## config.mk

```make
export PLATFORM = sky130hd
export DESIGN_NAME = repeated_subtract_divider
export DESIGN_NICKNAME = d
export VERILOG_FILES = /design/src/rtl/repeated_subtract_divider.sv
export SDC_FILE = /design/constraint.sdc
export NUM_CORES = 1
export LEC_CHECK = 0
export ABC_AREA = 1
export ABC_CLOCK_PERIOD_IN_PS = 2900
export CORE_AREA = 2 2 56 45
export CTS_BUF_LIST = sky130_fd_sc_hd__clkbuf_2
export DETAILED_ROUTE_END_ITERATION = 8
export DIE_AREA = 0 0 58 47
export GPL_ROUTABILITY_DRIVEN = 0
export PLACE_DENSITY = 0.72
export SLEW_MARGIN = 15
export SYNTH_ARGS = -nofsm -noshare
export SYNTH_HDL_FRONTEND = slang
export SYNTH_SLANG_ARGS = --single-unit
export TNS_END_PERCENT = 50
```

## constraint.sdc

```tcl
create_clock -name clk -period 2.9 [get_ports clk]
set_clock_uncertainty 0.2 [all_clocks]
set_input_delay 0.29 -clock clk [delete_from_list [all_inputs] [get_ports clk]]
set_output_delay 0.29 -clock clk [all_outputs]
set_load 0.01 [all_outputs]
```

## src/rtl/repeated_subtract_divider.sv

```systemverilog
// Sequential unsigned divider that subtracts the latched divisor once per clock.
// Optional `DIV_ABORT_EN adds an abort input that cancels a running division.
module repeated_subtract_divider #(
  parameter int unsigned N = 4
) (
  input  logic         clk,
  input  logic         clr,
  input  logic         start,
  input  logic [N-1:0] dividend,
  input  logic [N-1:0] divisor,
`ifdef DIV_ABORT_EN
  input  logic         abort,
`endif
  output logic         busy,
  output logic         done,
  output logic [N-1:0] quotient,
  output logic [N-1:0] remainder,
  output logic         div_by_zero
);

  localparam logic [1:0] IDLE = 2'b00;
  localparam logic [1:0] SUB  = 2'b01;
  localparam logic [1:0] DONE = 2'b10;

  logic [1:0]   state;
  logic [N-1:0] div_reg;
  logic [N:0]   sum;
  logic [N-1:0] diff;
  logic         carry;
  logic         abort_req;

  // Subtract-mode adder: carry-out set means remainder >= divisor.
  assign sum   = {1'b0, remainder} + {1'b0, ~div_reg} + (N+1)'(1);
  assign diff  = sum[N-1:0];
  assign carry = sum[N];

`ifdef DIV_ABORT_EN
  assign abort_req = abort;
`else
  assign abort_req = 1'b0;
`endif

  always_ff @(posedge clk or posedge clr) begin
    if (clr) begin
      state       <= IDLE;
      div_reg     <= '0;
      quotient    <= '0;
      remainder   <= '0;
      div_by_zero <= 1'b0;
    end else begin
      case (state)
        IDLE: begin
          if (start) begin
            remainder <= dividend;
            if (divisor == '0) begin
              quotient    <= '1;
              div_by_zero <= 1'b1;
              state       <= DONE;
            end else begin
              div_reg     <= divisor;
              quotient    <= '0;
              div_by_zero <= 1'b0;
              state       <= SUB;
            end
          end
        end
        SUB: begin
          // Abort takes priority over both a subtraction and completion.
          if (abort_req) begin
            state <= IDLE;
          end else if (carry) begin
            remainder <= diff;
            quotient  <= quotient + N'(1);
          end else begin
            state <= DONE;
          end
        end
        DONE:    state <= IDLE;
        default: state <= IDLE;
      endcase
    end
  end

  assign busy = (state == SUB);
  assign done = (state == DONE);

endmodule

```

-- After elaboration in Yosys (flattened, before gate mapping)
Index checks and enable logic that the tools add are counted.
- output and inout port bits: 11
- input bits: 11
- register bits: 15
- logic and storage cells: 34
- bitwise operators: 2
- equality and inequality tests: 5
- add/sub/neg operators: 3
- multiplexer cells: 12
- reduce and logical (&&, ||, !) cells: 7
- operators by type and width (operator ; count):
    2-to-1 mux 4 bit ; 5
    one-hot mux 4 bit (2 select lines) ; 2
    2-to-1 mux 2 bit ; 3
    AND reduction 3 bit ; 2
    adder 4 x 4 -> 5 bit ; 1
    adder 5 x 1 -> 5 bit, second input constant ; 1
    adder 4 x 1 -> 4 bit, second input constant ; 1
    logical NOT 4 bit ; 1
    != test 2 bit, second input constant ; 2
    NOT 4 bit ; 1
    one-hot mux 2 bit (2 select lines) ; 1
    AND reduction 2 bit ; 2
    equality test 2 x 1 -> 1 bit, second input constant ; 1
    equality test 2 bit, second input constant ; 1
    logical NOT 2 bit ; 1
    != test 2 x 1 -> 1 bit, second input constant ; 1
    nonzero test 2 bit ; 1
    2-to-1 mux 1 bit ; 1
    NOT 1 bit ; 1

-- Longest topological paths before layout
- depth in word-level cells: 5
- gate-level depth with buffers: 10
- gate-level depth less buffers: 9

-- Worst setup path after synthesis
OpenSTA, ideal clock, no wires.
- path kind: register -> register
- start: register remainder[0]
- end: register remainder[3]
- required time: 2.635 ns
- stages on the path, launching flop included: 11
- setup time: 0.065 ns
- path buffers: 1
- data arrival time: 1.687 ns
- path slack: 0.949 ns
- cell sequence: dfrtp_1 inv_1 ha_1 fa_1 nand3b_1 nand2_2 nand2_4 nand2_4 buf_12 nand3_4 nand2_2
- longest elaborated chain between the ends: 4
- elaborated cells on any way between the ends: 6
- ends and longest elaborated chain (item ; RTL line ; source):
    from (decl) ; 17 ; output logic [N-1:0] remainder,
    from (signal assigned) ; 54 ; remainder <= dividend;
    from (signal assigned) ; 72 ; remainder <= diff;
    adder 4 x 4 -> 5 bit (*) ; 33 ; assign sum = {1'b0, remainder} + {1'b0, ~div_reg} + (N+1)'(1);
    adder 5 x 1 -> 5 bit (*) ; 33 ;
    2-to-1 mux 4 bit / != test 2 x 1 -> 1 bit (equally long branches) ; -- ;
    one-hot mux 4 bit (2 select lines) / AND reduction 3 bit (equally long branches) ; -- ;
Mark *: on every way between the ends. The rest lies on a longest branch, timed or not. The select of a mux whose other input is x is not followed.
A chain may end at the register's enable or synchronous reset.

-- Worst setup path in the final report
- start: register state[1]
- end: output port busy
- longest elaborated chain between the ends: 1
- ends and longest elaborated chain (item ; RTL line ; source):
    from (decl) ; 25 ; logic [1:0] state;
    from (signal assigned) ; 45 ; state <= IDLE;
    from (signal assigned) ; 58 ; state <= DONE;
    from (signal assigned) ; 63 ; state <= SUB;
    equality test 2 x 1 -> 1 bit ; 84 ; assign busy = (state == SUB);
    to (decl) ; 14 ; output logic busy,
No other way between the ends.

==> flow_summary_export.csv <==
group,metric,value,unit
layout,fin_util,53.45,%
floorplan,core,0.002177,sq mm
sta,timing.setup.tns,0,ns
layout,diodes,0,
synth,yosysWarnings,0,
clock_network,cts_root_buf,"clkbuf_2",
sta,rsz0062_at_grt,"no",
drt,viasPerCell,5.039,
setup_path,critPathCapture,"busy",
setup_path,end_kind,"primary output",
synth,synth-seq-cells,15,
setup_path,r2r_slack,0.88,ns
sta,max_slew_margin,59.29,%
synth,synth.distinct_cells,25,
clock_network,htree_levels,1,
floorplan,die_h,47,um
drt,antenna_left,0,
floorplan,die_w,58,um
clock_network,ctsHoldBuffers,0,
layout,final_nets,148,
setup_path,arrival,1.65,ns
grt,overflow,0,
drt,vias,781,
sta,final.period_utilization,73.68,%
synth,synth_area_leaders,"dfrtp_1, nand2_1, ha_1",
layout,drive_above_1_share,16.92,%
synth,netlist_area,944.7,sq um
clock_network,cts_resized,0,
setup_path,crit_required,2.41,ns
grt,grt_pass1_wl,3.160,mm
sta,hold_violations,0,
sta,setup_viol,0,
synth,synth_area_per_cell,8.747,sq um
setup_path,r2r_cells,9,
setup_path,cp-startpoint,"state[1]$_DFFE_PP0P_",
clock_network,numCtsBuffers,3,
sta,whs,0.1401,ns
placed_design,place_inst,151,
layout,layout_commonest_cell,"nand2_1",
synth,yosysTopAreaCell,"dfrtp_1",
clock_network,clock-sinks,15,
layout,layout_common_cells,"nand2_1, clkdlybuf4s50_1, dfrtp_1",
grt,grt_max_degree,16,
layout,fillers,203,
power,total_power,0.001261,W
floorplan,pin_count,22,
drt,drcViolationCount,0,
drt,wl_per_cell,12.45,um
synth,synthCells,108,
synth,ys_seq_area_share,39.74,%
sta,tightest_slew,0.6100,ns
floorplan,dieArea,0.002726,sq mm
grt,antenna_found_initial,0,
placed_design,hpwl,1.473,mm
clock_network,cts.path.max_buffers,2,
synth,syn_nets,125,
placed_design,port_buffers,21,
floorplan,initial_core_util,43.39,%
power,power.density,1084,mW/mm^2
power,p_leak,0.5763,nW
floorplan,row_count,15,
setup_path,r2r_end,"quotient[3]$_DFFE_PP0P_",
clock_network,cts_setup_buffers,0,
drt,drtPass1Iterations,4,
setup_path,crit_fanout,11,
layout,instances_no_fill,155,
synth,synth_top_area_share,39.74,%
setup_path,path_class,"flip-flop to primary output",
clock_network,clkTransAtPathRegs,0.16,ns
grt,grt_pass1_vias,719,
clock_network,clk_latency,0.29,ns
status,outcome,"finished, final reports clean",
sta,fmax,468.0,MHz
setup_path,reg2reg_from,"remainder[0]$_DFFE_PP0P_",
drt,routed_wirelength,1.930,mm
power,ir_drop,0.0005494,V
drt,first_iter_violations,15,
sta,finalMaxSlewViolations,0,
setup_path,start_kind,"flip-flop",
clock_network,tritoncts,"built",
flow_run,drv_cap,0,
grt,grtUsageTotal,15.94,%
layout,layout-area-overhead-vs-synth,23.18,%
hold_path,worstHoldPathType,"primary input to asynchronous set/reset pin",
sta,fin_crit,2.137,ns
-- area by class of cell --
class | count | area (sq um) | area share, %
clock buffer | 4 | 20.02 | 1.720
inverter | 14 | 55.05 | 4.731
multi-input combinational | 76 | 471.7 | 40.54
sequential | 15 | 375.4 | 32.26
tap | 25 | 31.28 | 2.688
timing repair buffer | 21 | 210.2 | 18.06
-- worst max-delay path: stages (launching register included) --
cell and delay, ns:
dfrtp_1 0.42, inv_1 0.08, nand2_2 0.16, inv_4 0.15
clkdlybuf4s50_1 0.54
-- power breakdown --
part	internal (W)	switching, W
combinational	0.000342	0.000438
clock	0.0000366	0.0000697
sequential	0.000303	0.0000721
total	0.000681	0.000580
-- cell families (layout without fill, tap and decap cells) --
kind of cell	count (synthesis)	in the layout	share of synthesized area (%)
fa+ha+maj	6	6	8.742
flops	15	15	39.74
buf+inv	17	39	10.33
compound gates	17	17	10.33
simple gates	51	51	29.01
xor+xnor	2	2	1.855
-- metal layers --
layer,part of all wire (%),GRT usage (%),vias up,routed length (um)
met1,51,22.24,364,975
met4,0.52,4.651,0,10
met3,7.0,6.612,2,135
met5,0,0,-,0
met2,42,22.73,18,808
li1,-,-,397,-
-- Yosys cell counts (all sizes together) --
| master | count |
|---|---|
| buf | 3 |
| nand4 | 1 |
| inv | 14 |
| o21ai | 14 |
| fa | 1 |
| xnor2 | 1 |
| nand2 | 32 |
| nor2 | 4 |
| xor2 | 1 |
| a21oi | 2 |
| o22ai | 1 |
| nand3 | 12 |
| or2 | 1 |
| ha | 5 |
| nand3b | 1 |
| dfrtp | 15 |
-- stage by stage --
| stage | cell area (sq um) | setup slack (ns) |
|---|---|---|
| 6_report | 1164 | 0.7633 |
| 5_1_grt | 1164 | 0.6721 |
| 4_1_cts | 1164 | 0.7608 |
| 3_5_place_dp | 1144 | 0.9069 |
| 3_3_place_gp | 1144 | 0.9845 |
| 2_1_floorplan | 944.7 | 0.9489 |
-- worst min-delay path by stage --
stage / startpoint / depth (start not counted) / endpoint
after floorplan: clr / 1 / div_by_zero$_DFFE_PP0P_
after global placement: div_by_zero$_DFFE_PP0P_ / 2 / div_by_zero$_DFFE_PP0P_
after detailed placement: div_by_zero$_DFFE_PP0P_ / 2 / div_by_zero$_DFFE_PP0P_
after CTS: clr / 2 / quotient[2]$_DFFE_PP0P_
after global routing: clr / 2 / remainder[2]$_DFFE_PP0P_
final: clr / 2 / remainder[2]$_DFFE_PP0P_
Note: power is estimated with default switching activity, not from simulation.
